`src/rtl/m_ctrl_pkg.sv`:
```
// m_ctrl_pkg: shared definitions for the multicycle MIPS control unit.
//   - state_t     : FSM state encoding (5 bits, shown on state_out)
//   - OP_* / FN_* : opcode and R-type funct field values
//   - ALU_*       : ALU operation codes driven on ALU_operation
//   - mux-select constants for RegDst, MemtoReg, ALUSrcA/B, PCSource
package m_ctrl_pkg;

  typedef enum logic [4:0] {
    S_IF      = 5'd0,
    S_ID      = 5'd1,
    S_MEM_ADR = 5'd2,
    S_MEM_RD  = 5'd3,
    S_MEM_WB  = 5'd4,
    S_MEM_WR  = 5'd5,
    S_R_EXE   = 5'd6,
    S_R_WB    = 5'd7,
    S_I_EXE   = 5'd8,
    S_I_WB    = 5'd9,
    S_LUI_WB  = 5'd10,
    S_BR      = 5'd11,
    S_J       = 5'd12,
    S_JAL     = 5'd13,
    S_JR      = 5'd14,
    S_HALT    = 5'd15
  } state_t;

  localparam logic [5:0] OP_RTYPE = 6'h00;
  localparam logic [5:0] OP_J     = 6'h02;
  localparam logic [5:0] OP_JAL   = 6'h03;
  localparam logic [5:0] OP_BEQ   = 6'h04;
  localparam logic [5:0] OP_BNE   = 6'h05;
  localparam logic [5:0] OP_ADDI  = 6'h08;
  localparam logic [5:0] OP_SLTI  = 6'h0A;
  localparam logic [5:0] OP_ANDI  = 6'h0C;
  localparam logic [5:0] OP_ORI   = 6'h0D;
  localparam logic [5:0] OP_XORI  = 6'h0E;
  localparam logic [5:0] OP_LUI   = 6'h0F;
  localparam logic [5:0] OP_LW    = 6'h23;
  localparam logic [5:0] OP_SW    = 6'h2B;

  localparam logic [5:0] FN_JR  = 6'h08;
  localparam logic [5:0] FN_ADD = 6'h20;
  localparam logic [5:0] FN_SUB = 6'h22;
  localparam logic [5:0] FN_AND = 6'h24;
  localparam logic [5:0] FN_OR  = 6'h25;
  localparam logic [5:0] FN_XOR = 6'h26;
  localparam logic [5:0] FN_NOR = 6'h27;
  localparam logic [5:0] FN_SLT = 6'h2A;

  localparam logic [2:0] ALU_AND = 3'b000;
  localparam logic [2:0] ALU_OR  = 3'b001;
  localparam logic [2:0] ALU_ADD = 3'b010;
  localparam logic [2:0] ALU_XOR = 3'b011;
  localparam logic [2:0] ALU_NOR = 3'b100;
  localparam logic [2:0] ALU_SUB = 3'b110;
  localparam logic [2:0] ALU_SLT = 3'b111;

  localparam logic [1:0] REGDST_RT = 2'd0;
  localparam logic [1:0] REGDST_RD = 2'd1;
  localparam logic [1:0] REGDST_RA = 2'd2;

  localparam logic [1:0] MTR_ALUOUT = 2'd0;
  localparam logic [1:0] MTR_MDR    = 2'd1;
  localparam logic [1:0] MTR_LUI    = 2'd2;
  localparam logic [1:0] MTR_PC     = 2'd3;

  localparam logic       SRCA_PC = 1'b0;
  localparam logic       SRCA_RS = 1'b1;

  localparam logic [1:0] SRCB_RT      = 2'd0;
  localparam logic [1:0] SRCB_FOUR    = 2'd1;
  localparam logic [1:0] SRCB_IMM     = 2'd2;
  localparam logic [1:0] SRCB_IMM_SL2 = 2'd3;

  localparam logic [1:0] PCSRC_ALU    = 2'd0;
  localparam logic [1:0] PCSRC_ALUOUT = 2'd1;
  localparam logic [1:0] PCSRC_JUMP   = 2'd2;

  function automatic logic is_i_arith(input logic [5:0] op);
    return (op == OP_ADDI) || (op == OP_SLTI) || (op == OP_ANDI) ||
           (op == OP_ORI)  || (op == OP_XORI);
  endfunction

endpackage

```
`src/rtl/m_ctrl_alu_dec.sv`:
```
// m_ctrl_alu_dec: combinational instruction decode for the control unit.
//   op     in  6  opcode field Inst[31:26]
//   funct  in  6  funct field Inst[5:0]
//   alu_op out 3  ALU code for R-type (from funct) or I-type arithmetic (from op);
//                 ADD for everything else
//   legal  out 1  instruction is one the FSM knows how to sequence
module m_ctrl_alu_dec
  import m_ctrl_pkg::*;
(
  input  logic [5:0] op,
  input  logic [5:0] funct,
  output logic [2:0] alu_op,
  output logic       legal
);

  always_comb begin
    alu_op = ALU_ADD;
    legal  = 1'b0;
    case (op)
      OP_RTYPE: begin
        legal = 1'b1;
        case (funct)
          FN_ADD:  alu_op = ALU_ADD;
          FN_SUB:  alu_op = ALU_SUB;
          FN_AND:  alu_op = ALU_AND;
          FN_OR:   alu_op = ALU_OR;
          FN_XOR:  alu_op = ALU_XOR;
          FN_NOR:  alu_op = ALU_NOR;
          FN_SLT:  alu_op = ALU_SLT;
          FN_JR:   alu_op = ALU_ADD;
          default: legal  = 1'b0;
        endcase
      end
      OP_ADDI: begin alu_op = ALU_ADD; legal = 1'b1; end
      OP_SLTI: begin alu_op = ALU_SLT; legal = 1'b1; end
      OP_ANDI: begin alu_op = ALU_AND; legal = 1'b1; end
      OP_ORI:  begin alu_op = ALU_OR;  legal = 1'b1; end
      OP_XORI: begin alu_op = ALU_XOR; legal = 1'b1; end
      OP_LW, OP_SW, OP_BEQ, OP_BNE, OP_J, OP_JAL, OP_LUI: legal = 1'b1;
      default: legal = 1'b0;
    endcase
  end

endmodule

```
`src/rtl/m_ctrl_fsm.sv`:
```
// m_ctrl_fsm: Moore control FSM sequencing the multicycle MIPS datapath.
//
// Ports:
//   clk, reset (sync, active-high), MIO_ready (0 stalls), Inst (IR), zero (ALU flag)
//   MemRead, MemWrite, CPU_MIO            memory/IO bus requests
//   IorD, IRWrite, RegDst, RegWrite, MemtoReg, ALUSrcA, ALUSrcB,
//   PCSource, PCWrite, PCWriteCond, Branch, ALU_operation   datapath controls
//   instr_done  pulse on the last state of each instruction
//   state_out   current state, zero-extended to STATE_W (STATE_W >= 5)
//
// Build option: M_CTRL_ILLEGAL_TRAP_EN -- when defined, an illegal opcode/funct
// traps into HALT until reset; otherwise it retires as a NOP from ID.
//
// state   | meaning
// IF      | fetch: read mem[PC], load IR, PC <= PC+4
// ID      | decode, ALUOut <= branch target
// MEM_ADR | lw/sw address calculation
// MEM_RD  | lw memory read into MDR
// MEM_WB  | lw write MDR to rt
// MEM_WR  | sw memory write
// R_EXE   | R-type ALU op
// R_WB    | R-type write rd
// I_EXE   | I-type ALU op with sign-extended imm
// I_WB    | I-type write rt
// LUI_WB  | write {imm,16'h0} to rt
// BR      | beq/bne compare and conditional PC write
// J       | jump
// JAL     | jump and link to $31
// JR      | jump to rs
// HALT    | illegal instruction trap (trap build only)
module m_ctrl_fsm
  import m_ctrl_pkg::*;
#(
  parameter int STATE_W = 5
) (
  input  logic               clk,
  input  logic               reset,
  input  logic               MIO_ready,
  input  logic [31:0]        Inst,
  input  logic               zero,
  output logic               MemRead,
  output logic               MemWrite,
  output logic               CPU_MIO,
  output logic               IorD,
  output logic               IRWrite,
  output logic [1:0]         RegDst,
  output logic               RegWrite,
  output logic [1:0]         MemtoReg,
  output logic               ALUSrcA,
  output logic [1:0]         ALUSrcB,
  output logic [1:0]         PCSource,
  output logic               PCWrite,
  output logic               PCWriteCond,
  output logic               Branch,
  output logic [2:0]         ALU_operation,
  output logic               instr_done,
  output logic [STATE_W-1:0] state_out
);

  state_t     state, state_nxt;
  logic [5:0] op, funct;
  logic [2:0] dec_alu_op;
  logic       dec_legal;

  logic mem_write_raw, reg_write_raw, ir_write_raw, done_raw;

  // zero is consumed by the datapath together with PCWriteCond/Branch;
  // register fields are routed by the datapath, not decoded here.
  logic unused_bits;
  assign unused_bits = ^{Inst[25:6], zero};

  assign op    = Inst[31:26];
  assign funct = Inst[5:0];

  m_ctrl_alu_dec u_alu_dec (
    .op     (op),
    .funct  (funct),
    .alu_op (dec_alu_op),
    .legal  (dec_legal)
  );

  always_ff @(posedge clk) begin
    if (reset) state <= S_IF;
    else       state <= state_nxt;
  end

  always_comb begin
    state_nxt = state;
    if (MIO_ready) begin
      case (state)
        S_IF: state_nxt = S_ID;
        S_ID: begin
          if (!dec_legal) begin
`ifdef M_CTRL_ILLEGAL_TRAP_EN
            state_nxt = S_HALT;
`else
            state_nxt = S_IF;
`endif
          end else begin
            case (op)
              OP_LW, OP_SW:     state_nxt = S_MEM_ADR;
              OP_RTYPE:         state_nxt = (funct == FN_JR) ? S_JR : S_R_EXE;
              OP_LUI:           state_nxt = S_LUI_WB;
              OP_BEQ, OP_BNE:   state_nxt = S_BR;
              OP_J:             state_nxt = S_J;
              OP_JAL:           state_nxt = S_JAL;
              default:          state_nxt = is_i_arith(op) ? S_I_EXE : S_IF;
            endcase
          end
        end
        S_MEM_ADR: state_nxt = (op == OP_LW) ? S_MEM_RD : S_MEM_WR;
        S_MEM_RD:  state_nxt = S_MEM_WB;
        S_R_EXE:   state_nxt = S_R_WB;
        S_I_EXE:   state_nxt = S_I_WB;
        S_HALT:    state_nxt = S_HALT;
        default:   state_nxt = S_IF;
      endcase
    end
  end

  always_comb begin
    MemRead       = 1'b0;
    mem_write_raw = 1'b0;
    IorD          = 1'b0;
    ir_write_raw  = 1'b0;
    RegDst        = REGDST_RT;
    reg_write_raw = 1'b0;
    MemtoReg      = MTR_ALUOUT;
    ALUSrcA       = SRCA_PC;
    ALUSrcB       = SRCB_RT;
    PCSource      = PCSRC_ALU;
    PCWrite       = 1'b0;
    PCWriteCond   = 1'b0;
    Branch        = 1'b0;
    ALU_operation = ALU_AND;
    done_raw      = 1'b0;
    case (state)
      S_IF: begin
        MemRead       = 1'b1;
        ir_write_raw  = 1'b1;
        ALUSrcB       = SRCB_FOUR;
        ALU_operation = ALU_ADD;
        PCWrite       = 1'b1;
      end
      S_ID: begin
        ALUSrcB       = SRCB_IMM_SL2;
        ALU_operation = ALU_ADD;
`ifndef M_CTRL_ILLEGAL_TRAP_EN
        done_raw      = !dec_legal;
`endif
      end
      S_MEM_ADR, S_MEM_RD, S_MEM_WR: begin
        // address ALU controls held through the access so ALUOut is stable
        ALUSrcA       = SRCA_RS;
        ALUSrcB       = SRCB_IMM;
        ALU_operation = ALU_ADD;
        if (state == S_MEM_RD) begin
          MemRead = 1'b1;
          IorD    = 1'b1;
        end
        if (state == S_MEM_WR) begin
          mem_write_raw = 1'b1;
          IorD          = 1'b1;
          done_raw      = 1'b1;
        end
      end
      S_MEM_WB: begin
        MemRead       = 1'b1;
        IorD          = 1'b1;
        RegDst        = REGDST_RT;
        MemtoReg      = MTR_MDR;
        reg_write_raw = 1'b1;
        done_raw      = 1'b1;
      end
      S_R_EXE, S_R_WB: begin
        ALUSrcA       = SRCA_RS;
        ALUSrcB       = SRCB_RT;
        ALU_operation = dec_alu_op;
        if (state == S_R_WB) begin
          RegDst        = REGDST_RD;
          reg_write_raw = 1'b1;
          done_raw      = 1'b1;
        end
      end
      S_I_EXE, S_I_WB: begin
        ALUSrcA       = SRCA_RS;
        ALUSrcB       = SRCB_IMM;
        ALU_operation = dec_alu_op;
        if (state == S_I_WB) begin
          reg_write_raw = 1'b1;
          done_raw      = 1'b1;
        end
      end
      S_LUI_WB: begin
        MemtoReg      = MTR_LUI;
        reg_write_raw = 1'b1;
        done_raw      = 1'b1;
      end
      S_BR: begin
        ALUSrcA       = SRCA_RS;
        ALUSrcB       = SRCB_RT;
        ALU_operation = ALU_SUB;
        PCWriteCond   = 1'b1;
        PCSource      = PCSRC_ALUOUT;
        Branch        = (op == OP_BEQ);
        done_raw      = 1'b1;
      end
      S_J: begin
        PCSource = PCSRC_JUMP;
        PCWrite  = 1'b1;
        done_raw = 1'b1;
      end
      S_JAL: begin
        PCSource      = PCSRC_JUMP;
        PCWrite       = 1'b1;
        RegDst        = REGDST_RA;
        MemtoReg      = MTR_PC;
        reg_write_raw = 1'b1;
        done_raw      = 1'b1;
      end
      S_JR: begin
        ALUSrcA       = SRCA_RS;
        ALUSrcB       = SRCB_RT;
        ALU_operation = ALU_ADD;
        PCSource      = PCSRC_ALU;
        PCWrite       = 1'b1;
        done_raw      = 1'b1;
      end
      default: ;
    endcase
  end

  // Writes are suppressed during reset so an aborted instruction commits nothing.
  assign MemWrite   = mem_write_raw & ~reset;
  assign RegWrite   = reg_write_raw & MIO_ready & ~reset;
  assign IRWrite    = ir_write_raw & MIO_ready;
  assign instr_done = done_raw & MIO_ready;
  assign CPU_MIO    = MemRead | MemWrite;
  assign state_out  = STATE_W'(state);

endmodule

```
`config.mk`:
```
export PLATFORM = sky130hd
export DESIGN_NAME = m_ctrl_fsm
export DESIGN_NICKNAME = d
export VERILOG_FILES = /design/src/rtl/m_ctrl_pkg.sv /design/src/rtl/m_ctrl_alu_dec.sv /design/src/rtl/m_ctrl_fsm.sv
export SDC_FILE = /design/constraint.sdc
export NUM_CORES = 1
export LEC_CHECK = 0
export ABC_AREA = 1
export CAP_MARGIN = 20
export CORE_ASPECT_RATIO = 0.7
export CORE_UTILIZATION = 27
export DETAILED_ROUTE_END_ITERATION = 12
export DONT_BUFFER_PORTS = 1
export GPL_TIMING_DRIVEN = 0
export HOLD_SLACK_MARGIN = 0.15
export PLACE_DENSITY_LB_ADDON = 0.08
export SYNTH_ARGS = -nofsm -noshare
export SYNTH_HDL_FRONTEND = slang
export SYNTH_HIERARCHICAL = 1
export SYNTH_SLANG_ARGS = --single-unit
```
`constraint.sdc`:
```
create_clock -name clk -period 1.5 [get_ports clk]
set_clock_uncertainty 0.2 [all_clocks]
set_input_delay 0.3 -clock clk [delete_from_list [all_inputs] [get_ports clk]]
set_output_delay 0.3 -clock clk [all_outputs]
set_load 0.005 [all_outputs]
```
==> run summary <==
The flow ran to the end, but the final reports show violations. The checks that failed: setup timing. Once the floorplan was initialized, standard cells occupied 28.5% of the core. The worst slack after detailed placement came out at -0.212 ns.

The starting DRC count in detailed routing came out at 68. 63 I/O pins were placed. After detailed routing, the average wire length per cell comes to 12.9 um.

In this design, the stage delay of the slowest critical-path cell is 0.40 ns. The routed design could run at a clock period as short as 1.80 ns. The buffer levels on the longest clock path came out at 2.

The gate count of the mapped netlist is 201. The post-synthesis cell area came out at 1010 sq um. The worst hold path begins at Inst[30]. The number of remaining DRC errors came out at 0. The startpoint identified for the worst register-to-register timing path is state_out[3].

The count of antenna diodes in the layout is 0. The TritonCTS buffer count is 3. The number of distinct standard cells referenced by the synthesized netlist is 28.

The overall global routing resource usage is 17.0%. The die span in y is 53.3 um. In this run the critical register-to-register path is captured at state_out[3]. The first global-routing pass estimated 5.20 mm of wire.

The count of pins over their slew limit is 0. Dividing total power by cell area gives a power density of 348 nW/um^2. The final setup violation count is 22. The post-detailed-route via-to-cell ratio came out at 4.90. TritonCTS built the clock tree. CTS built an H-tree with a depth of 1. In this design, the largest share of critical-path delay is due to simple AND/OR/NAND/NOR gates. Data on the critical path is required at its endpoint by 1.00 ns. The combinational share of power came out at 34.8%. The die area came out at 4010 sq um. Cells with a size suffix above 1 make up 39.1% of the layout. Counting cells, the worst reg-to-reg path comes to 10. At the worst endpoint, the arrival time is 1.30 ns. The count of buffering cells on the critical path with inverters included came out at 1. The average instance in the mapped netlist occupies 5.04 sq um. The count of TritonRoute iterations in the first routing pass came out at 4. The final HPWL from detailed placement came out at 2.67 mm. Summed over all nets, the switching power comes to 0.159 mW. The internal portion of the total power is 0.354 mW. After filler insertion, the fill cell instance count of the layout stands at 411. Setup repair after global routing could not meet its margin everywhere. The top achievable clock speed is 0.556 GHz. The worst hold path terminates at state_out[3]. The signal on the critical path passes through nand2_4 -> inv_1 -> nand2_1 -> a21oi_2 -> or2_2. The number of vias in the routed layout came out at 1,324. The maximum fanout encountered on the critical timing path is 7. Net switching is 31.1% of the power. The number of instances in the placed design is 251. The leakage power summed over all cells came out at 0.691 nW.

The final critical-path share of the clock period is 120%. The remaining antenna violation count is 0. Sequential elements use 7.90% of the synthesized area. The number of port buffers is 0. Summed over all layers, the routed wires come to 3.47 mm.

Summed over all layers, the global routing overflow is 0. The kind of launch point of the worst setup path is a register. The root cell of the clock tree is clkbuf_8.

The cell row count came out at 18. The sink count of the clock tree is 4. Sequential cells burn 22.5% of the power. The number of global-route vias before repair came out at 1,137. The initial antenna violation count is 0. The tightest hold path in the finished design has a slack of 0.156 ns. The maximum number of pins on one net before global-route repair is 11. The net count after synthesis is 237. In this run, synthesis produced a sequential element count of 4. The sequential cell area is 95.1 sq um.

The critical path is of the register to output port type. The finished cells cover 1470 sq um. The worst setup slack after layout came out at -0.299 ns. STA classifies the critical path endpoint as an output port. From left edge to right edge, the die measures 75.2 um. The final layout net count is 258. The portion of total power attributed to the clock network is 42.7%. At the end of routability-driven placement, the weighted congestion stood at 0.799. The total negative slack for setup checks came out at -3.63 ns. The slowest cell on the critical path is dfxtp_4.

The min-delay analysis places its worst path in the category primary input to register. For this run, the number of Yosys warnings is 6. The insertion delay to the later sink of the worst-skew pair came out at 0.21 ns. Once layout is complete, the cells apart from fillers number 270. The area growth from synthesis to layout is 45.3%. The maximum vdd ir drop is 447 uV. The instance area after placement came out at 1130 sq um. The number of flip-flops under the largest register name is 4.

In the final layout, the multi-input gates occupy 968 sq um. The area of the core is 3560 sq um. Clock-pin slew was measured on the worst setup and hold paths at 0.03 ns. The number of failing hold endpoints at the final stage came out at 0.

The setup slack of the worst register-to-register path is -0.14 ns. The number of cells traversed by the worst hold path is 5. Across the run, the number of max-cap violations was 0.
==> cell usage in the layout (no fill, tap or decap), types with 2 or more instances in the layout <==
cell	count
buf_6	5
nand2_1	46
nor2_4	8
o21ai_2	2
nor3_2	2
nand2_4	6
a21oi_2	6
a21oi_1	8
dfxtp_4	4
nand4_1	8
dlygate4sd3_1	2
nor3_1	2
nor2_2	5
nand3_1	9
nor2_1	30
nand3b_1	3
nor3_4	2
inv_2	16
clkbuf_8	3
buf_4	11
o21ai_1	5
inv_1	15
o2111ai_2	2
inv_4	3
nand3_2	4
==> worst reg2reg max path, cell delays in order, from the launching register on <==
cell and delay (ns):
dfxtp_4 0.38, nor2_1 0.17, inv_2 0.10, nor2_4 0.15, buf_6 0.12, nand2_4 0.05
nor3_2 0.11, nand2_1 0.08, nand2_1 0.05, nand2_1 0.05, a21oi_1 0.11
==> synthesized netlist by cell type <==
cell type	n	share of area, %
nand3_1	9	4.4
a21o_1	1	0.74
dfxtp_1	4	7.9
o2111ai_1	3	2.6
o31ai_1	1	0.74
and2_1	1	0.62
inv_2	8	3.0
nor3_2	1	0.99
nor2_1	37	14
nor3_1	5	2.5
nand2_4	1	1.1
buf_4	2	1.5
o21ai_0	5	2.5
nor2_4	3	3.3
inv_1	27	10
or2_2	1	0.62
a21oi_1	13	6.4
nand2_2	1	0.62
nand2_1	52	19
nor2_2	3	1.9
o21ai_1	4	2.0
nand4_1	8	4.9
a21oi_2	1	0.86
a31oi_1	1	0.62
conb_1	1	0.37
nand3_2	4	4.0
nand3b_1	3	2.2
a211oi_1	1	0.74
==> layout make-up <==
type	count	area share, %
Multi-Input combinational cell	160	65.8
Inverter	35	9.94
Timing Repair Buffer	16	9.77
Sequential cell	4	6.46
Tap cell	50	4.25
Clock buffer	3	2.80
Buffer	2	1.02
==> what timing repair did <==
action                                  CTS  global route
buffers inserted                          9             6
endpoints found under the setup margin   20            23
endpoints found under the hold margin     4             0
cloned                                    0             0
pin swaps                                15            12
resized for setup                        33            19
hold buffers                              2             0
==> how the worst max path moves through the flow <==
stage / end / cells past startpoint / slack [ns] / startpoint
floorplan: state_out[3] / 13 / 0.0005 / Inst[3]
global placement: state_out[3] / 13 / -0.18 / Inst[3]
detailed placement: state_out[3] / 13 / -0.21 / Inst[3]
CTS: RegWrite / 7 / -0.31 / state_out[1]
global route: RegWrite / 6 / -0.38 / state_out[2]
finish: CPU_MIO / 5 / -0.30 / state_out[0]
==> power groups by stage <==
stage | clock, mW | sequential, mW | combinational (mW)
5_1_grt | 0.237 | 0.115 | 0.199
6_report | 0.219 | 0.115 | 0.179
2_1_floorplan | 0 | 0.112 | 0.107
3_5_place_dp | 0 | 0.114 | 0.127
3_3_place_gp | 0 | 0.113 | 0.126
4_1_cts | 0.226 | 0.115 | 0.157
==> cell families after synthesis <==
family / after synthesis / synth area share, %
DFF: 4 / 7.90
and+or+nand+nor: 129 / 60.1
buffers and inverters: 37 / 14.4
other: 1 / 0.370
AOI/OAI and AO/OA: 30 / 17.2
==> metrics by stage <==
stage	total power [mW]	utilization, %
5_1_grt	0.552	41.4
6_report	0.513	41.4
3_5_place_dp	0.240	31.8
4_1_cts	0.498	38.6
3_3_place_gp	0.240	31.8
2_1_floorplan	0.219	-
==> per-layer routing <==
metal,vias to the layer above,track usage [%],wire length [um]
li1,692,-,-
met1,579,25.1,1720
met2,51,24.6,1440
met3,2,4.57,306
met4,0,2.78,7
met5,-,0,0
Power figures use the tool's default switching activity.
